==> src/rtl/common.sv <==
// Shared bus types for the core's memory interfaces: ibus (fetch), dbus (memory stage)
// and the cbus port towards the cache/memory side.
package common;
  typedef logic [31:0] addr_t;
  typedef logic [63:0] word_t;
  typedef logic [7:0]  strobe_t;

  typedef enum logic [2:0] {
    MSIZE1 = 3'd0, MSIZE2 = 3'd1, MSIZE4 = 3'd2, MSIZE8 = 3'd3
  } msize_t;

  // AXI-style beat count minus one
  typedef enum logic [7:0] {
    MLEN1 = 8'd0, MLEN2 = 8'd1, MLEN4 = 8'd3, MLEN8 = 8'd7, MLEN16 = 8'd15
  } mlen_t;

  typedef enum logic [1:0] {
    AXI_BURST_FIXED = 2'd0, AXI_BURST_INCR = 2'd1, AXI_BURST_WRAP = 2'd2
  } axi_burst_type_t;

  typedef struct packed {
    logic   valid;
    addr_t  addr;
    msize_t size;
  } ibus_req_t;

  typedef struct packed {
    logic  addr_ok;
    logic  data_ok;
    word_t data;
  } ibus_resp_t;

  typedef struct packed {
    logic    valid;
    addr_t   addr;
    msize_t  size;
    strobe_t strobe;
    word_t   data;
  } dbus_req_t;

  typedef struct packed {
    logic  addr_ok;
    logic  data_ok;
    word_t data;
  } dbus_resp_t;

  typedef struct packed {
    logic            valid;
    logic            is_write;
    msize_t          size;
    addr_t           addr;
    strobe_t         strobe;
    word_t           data;
    mlen_t           len;
    axi_burst_type_t burst;
  } cbus_req_t;

  typedef struct packed {
    logic  ready;
    logic  last;
    word_t data;
  } cbus_resp_t;
endpackage

==> src/rtl/pipes.sv <==
// Arbiter state encoding and the ibus/dbus -> cbus request converters.
package pipes;
  import common::*;

  typedef enum logic [1:0] {IDLE, BUSY_I, BUSY_D} arb_state_t;

  function automatic cbus_req_t to_cbus_i(input ibus_req_t r);
    cbus_req_t c;
    c          = '0;
    c.valid    = 1'b1;
    c.is_write = 1'b0;
    c.size     = r.size;
    c.addr     = r.addr;
    c.len      = MLEN1;
    c.burst    = AXI_BURST_FIXED;
    return c;
  endfunction

  function automatic cbus_req_t to_cbus_d(input dbus_req_t r);
    cbus_req_t c;
    c          = '0;
    c.valid    = 1'b1;
    c.is_write = |r.strobe;
    c.size     = r.size;
    c.addr     = r.addr;
    c.strobe   = r.strobe;
    c.data     = r.data;
    c.len      = MLEN1;
    c.burst    = AXI_BURST_FIXED;
    return c;
  endfunction
endpackage

==> src/rtl/streak_counter.sv <==
// Saturating up-counter with synchronous clear; clear wins over increment.
module streak_counter #(
  parameter int MAX = 4,
  parameter int W   = $clog2(MAX + 1)
) (
  input  logic         clk,
  input  logic         reset,
  input  logic         clr,
  input  logic         inc,
  output logic [W-1:0] count
);
  logic [W-1:0] count_q, count_d;

  always_comb begin
    count_d = count_q;
    if (clr)                                count_d = '0;
    else if (inc && (count_q != W'(MAX)))   count_d = count_q + W'(1);
  end

  always_ff @(posedge clk) begin
    if (reset) count_q <= '0;
    else       count_q <= count_d;
  end

  assign count = count_q;
endmodule

==> src/rtl/mem_bus_arbiter.sv <==
// Shares the single cbus port between fetch (ibus) and memory stage (dbus), one beat at a time.
// dbus has fixed priority; after D_STREAK_MAX back-to-back dbus wins with ibus waiting, ibus goes next.
module mem_bus_arbiter
  import common::*;
  import pipes::*;
#(
  parameter int D_STREAK_MAX = 4
) (
  input  logic       clk,
  input  logic       reset,
  input  ibus_req_t  ireq,
  output ibus_resp_t iresp,
  input  dbus_req_t  dreq,
  output dbus_resp_t dresp,
  output cbus_req_t  oreq,
  input  cbus_resp_t oresp
);
  localparam int SW = $clog2(D_STREAK_MAX + 1);

  arb_state_t    state_q, state_d;
  cbus_req_t     req_q, req_d;
  logic [SW-1:0] streak;
  logic          streak_full, done;
  logic          grant_i, grant_d;
  logic          streak_clr, streak_inc;

  assign streak_full = (streak == SW'(D_STREAK_MAX));
  assign done        = oresp.ready && oresp.last;

  always_ff @(posedge clk) begin
    if (reset) begin
      state_q <= IDLE;
      req_q   <= '0;
    end else begin
      state_q <= state_d;
      req_q   <= req_d;
    end
  end

  // Grant decision; a completed transaction always passes through IDLE so the
  // requester sees its handshake before it can be arbitrated again.
  always_comb begin
    state_d = state_q;
    grant_i = 1'b0;
    grant_d = 1'b0;
    unique case (state_q)
      IDLE: begin
        if (dreq.valid && !(ireq.valid && streak_full)) begin
          state_d = BUSY_D;
          grant_d = 1'b1;
        end else if (ireq.valid) begin
          state_d = BUSY_I;
          grant_i = 1'b1;
        end
      end
      BUSY_I, BUSY_D: if (done) state_d = IDLE;
      default: state_d = IDLE;
    endcase
  end

  always_comb begin
    req_d = req_q;
    if (grant_d)                          req_d = to_cbus_d(dreq);
    else if (grant_i)                     req_d = to_cbus_i(ireq);
    else if ((state_q != IDLE) && done)   req_d = '0;
  end

  assign streak_inc = grant_d && ireq.valid;
  assign streak_clr = grant_i || ((state_q == IDLE) && !ireq.valid);

  streak_counter #(.MAX(D_STREAK_MAX), .W(SW)) u_streak (
    .clk   (clk),
    .reset (reset),
    .clr   (streak_clr),
    .inc   (streak_inc),
    .count (streak)
  );

  // Response demux: only the granted side sees the pulse, and never during reset.
  always_comb begin
    oreq  = '0;
    iresp = '0;
    dresp = '0;
    if (state_q != IDLE) begin
      oreq       = req_q;
      oreq.valid = 1'b1;
    end
    if (!reset && done) begin
      unique case (state_q)
        BUSY_I: begin
          iresp.addr_ok = 1'b1;
          iresp.data_ok = 1'b1;
          iresp.data    = oresp.data;
        end
        BUSY_D: begin
          dresp.addr_ok = 1'b1;
          dresp.data_ok = 1'b1;
          dresp.data    = oresp.data;
        end
        default: ;
      endcase
    end
  end
endmodule
==> config.mk <==
export PLATFORM = sky130hd
export DESIGN_NAME = mem_bus_arbiter
export DESIGN_NICKNAME = d
export VERILOG_FILES = /design/src/rtl/common.sv /design/src/rtl/pipes.sv /design/src/rtl/streak_counter.sv /design/src/rtl/mem_bus_arbiter.sv
export SDC_FILE = /design/constraint.sdc
export NUM_CORES = 1
export LEC_CHECK = 0
export BUFFER_PORTS_ARGS = -buffer_cell sky130_fd_sc_hd__buf_2
export CORE_AREA = 2 2 181 183
export CTS_BUF_LIST = sky130_fd_sc_hd__clkbuf_8
export DETAILED_ROUTE_END_ITERATION = 8
export DIE_AREA = 0 0 183 185
export SLEW_MARGIN = 20
export SYNTH_ARGS = -nofsm -noshare
export SYNTH_HDL_FRONTEND = slang
export SYNTH_SLANG_ARGS = --single-unit
==> constraint.sdc <==
create_clock -name clk -period 4.35 [get_ports clk]
set_input_delay 0.2175 -clock clk [delete_from_list [all_inputs] [get_ports clk]]
set_output_delay 0.2175 -clock clk [all_outputs]
set_load 0.05 [all_outputs]
==> impl_metrics.py <==
metrics = {
    "status": {
        "outcome": "finished clean",
    },
    "min_path": {
        "min_path_type": "in -> reg",
        "min_delay_path_depth": 3,
        "whs_endpoint": "req_q[79]$_SDFFE_PP0P_",
        "min_from": "dreq[69]",
    },
    "global_routing": {
        "antenna_found_initial": 11,
        "grtUsageTotal_pct": 17.9,
        "grt_pass1_vias": 7587,
        "overflow": 0,
        "grt_pass1_wl_um": 45500,
        "grt_max_degree": 86,
    },
    "power_and_ir_drop": {
        "p_leak_uw": 0.00474,
        "cellPowerDensity_nw_per_um2": 334,
        "vdd_ir_drop_max_mv": 0.177,
        "power_uw": 3390,
    },
    "critical_path": {
        "crit_arrival_ns": 2.78,
        "critPathKind": "reg -> out",
        "crit_cells": 5,
        "crit_path_top_delay_cell": "ha_4",
        "critPathTopFamily": "buffers and inverters",
        "timing.critical_path.buf_inv": 3,
        "reg2reg_slack_ns": 1.57,
        "crit_fanout": 85,
        "r2r-start": "state_q[0]$_SDFFE_PP0P_",
        "crit_chain": "inv_1 > ha_4 > buf_4 > nor2b_1 > buf_2",
        "cp-startpoint": "state_q[0]$_SDFFE_PP0P_",
        "cp.required_ns": 4.13,
        "rr_worst_depth": 6,
        "r2r_end": "req_q[86]$_SDFFE_PP0P_",
        "cp-start-kind": "register",
        "crit_path_max_incr_delay_ns": 0.73,
        "worstSetupEndpointType": "output pin",
    },
    "placed_design": {
        "dp_slack_ns": 1.48,
        "hpwl_um": 23800,
        "numPortBuffers": 452,
        "gp_congestion": 0.848,
    },
    "detailed_routing": {
        "avgRoutedWirePerCell_um": 19.0,
        "drt_wl_total_um": 32600,
        "drt_iter0_drc": 373,
        "drtPass1Iterations": 5,
        "ant_nets": 0,
        "avgViaCountPerCell": 4.73,
        "vias": 8082,
        "drc_errors": 0,
    },
    "layout": {
        "nets": 1501,
        "post-route-util_pct": 31.7,
        "final_common_cell": "buf_2",
        "area_delta_synth_final_pct": 46.4,
        "layout_common_cells": "buf_2 (451), and2_1 (128), dfxtp_1 (113)",
        "drive_gt1_share_pct": 43.6,
    },
    "synthesis": {
        "yosys.area.top_type_share_pct": 32.6,
        "syn-instance-count": 868,
        "syn_area_per_cell_um2": 8.00,
        "seq_area_frac_synth_pct": 32.6,
        "ys_types": 30,
        "synth_seq_cells": 113,
        "ys_warn_count": 0,
        "synthesis.area_um2": 6940,
        "synth_area_leaders": "dfxtp_1 (33%), and2_1 (12%), nor2b_1 (9.8%)",
        "synth_top_area_cell": "dfxtp_1",
        "async_flop_share_pct": 0,
        "synth_edf_count": 0,
        "synth_ff_type": "dfxtp_1",
    },
    "sta": {
        "fin_ws_ns": 1.35,
        "max_freq_ghz": 0.334,
        "hold_violations": 0,
        "relSlewSlack_pct": 25.8,
        "setup_viol": 0,
        "rsz0062_at_grt": "false",
        "tightest_slew_ns": 1.11,
        "skew_ns": 0.0166,
        "fin_crit_sh_pct": 68.9,
        "slew_viol_final": 0,
        "fin_crit_ns": 3.00,
        "setup_tns_ns": 0,
        "timing.hold.ws_ns": 0.0258,
    },
    "clock_tree": {
        "htreeDepth": 4,
        "post_cts_buffers": 0,
        "cts_buffer_depth": 2,
        "insertion_delay_ns": 0.45,
        "cts-root-buf": "clkbuf_8",
        "clock_sinks": 113,
        "cts_inserted_buffers": 17,
        "cts_tree": "built",
        "clk_pin_slew_worst_paths_ns": 0.07,
    },
    "floorplan": {
        "io_pins": 463,
        "rows": 66,
        "coreArea_um2": 32000,
        "initial_core_util_pct": 21.7,
        "die-height_um": 185,
        "die_area_um2": 33900,
        "die_x_um": 183,
    },
    "run": {
        "maxCapViolCount": 0,
    },
}
kinds of logic (layout without fill, tap and decap cells):
| kind of cell | Yosys count | in the layout | synth area share (%) |
|---|---|---|---|
| buf+inv | 121 | 541 | 9.14 |
| fa+ha+maj | 5 | 5 | 0.901 |
| other cells | 1 | 15 | 0.0540 |
| flops | 113 | 113 | 32.6 |
| compound gates | 231 | 231 | 23.2 |
| simple gates | 397 | 397 | 34.1 |
worst reg2reg max path: cells and delay by family, from the launching register on:
kind,cells,cell delay [ns]
adders and majority gates,1,0.73
and+or+nand+nor,2,0.70
buffers and inverters,2,0.59
DFF,1,0.33
AOI/OAI and AO/OA,1,0.33
state kept, by name (all words and copies together), names as in the netlist:
name and count:
u_streak.count 3, state_q 2, req_q 108
through the flow:
step / std cells / cell area (um2)
3_3_place_gp: 1632 / 9270
2_1_floorplan: 877 / 6980
3_5_place_dp: 1632 / 9270
6_report: 1710 / 10200
5_1_grt: 1708 / 10200
4_1_cts: 1705 / 10100
where the power goes:
group	internal (uW)	leakage [uW]	total (uW)	switching [uW]
clock	739	0.000247	1200	462
sequential	1130	0.000929	1190	54.0
combinational	325	0.00356	1000	677
Yosys cell counts, types with 2 or more instances:
library cell and n:
and2_1 129, dfxtp_1 113, nor2b_1 109, nand3_1 108, a21oi_1 83, o21ai_0 75
buf_2 43, clkbuf_1 41, nand4_1 39, a21oi_2 31, a311oi_2 30, buf_4 20
buf_6 6, a311oi_1 5, clkbuf_2 5, ha_1 5, inv_1 5, nand2_1 4
a21bo_2 2, a21boi_0 2, nor3b_1 2, o211ai_1 2, or4_1 2
cell type report:
type | instances | area [um2]
flip-flops and latches | 113 | 2260
inverters | 5 | 18.8
multi-input cells | 643 | 4130
clock buffers | 21 | 289
fillers | 3445 | 21900
diodes | 5 | 12.5
repair buffers | 504 | 2760
clock inverters | 11 | 183
well taps | 408 | 510
worst max path at each step:
stage / end / slack (ns)
6_report: oreq[104] / 1.35
4_1_cts: oreq[86] / 1.27
3_3_place_gp: req_q[92]$_SDFFE_PP0P_ / 1.54
2_1_floorplan: dresp[55] / 2.30
3_5_place_dp: req_q[110]$_SDFFE_PP0P_ / 1.48
5_1_grt: oreq[86] / 1.14
routing by layer:
| layer | vias to the layer above | GRT usage, % | share of wire, % | wire length [um] |
|---|---|---|---|---|
| met5 | - | 0 | 0.092 | 30 |
| met4 | 6 | 7.23 | 2.8 | 906 |
| met3 | 41 | 4.60 | 7.4 | 2410 |
| met2 | 360 | 32.8 | 52 | 17000 |
| met1 | 3842 | 19.7 | 38 | 12200 |
| li1 | 3833 | - | - | - |
timing repair:
item	in CTS	in global routing
hold buffers	41	0
hold endpoints to repair	41	0
resized for setup	0	0
Note: power is estimated with default switching activity, not from simulation.
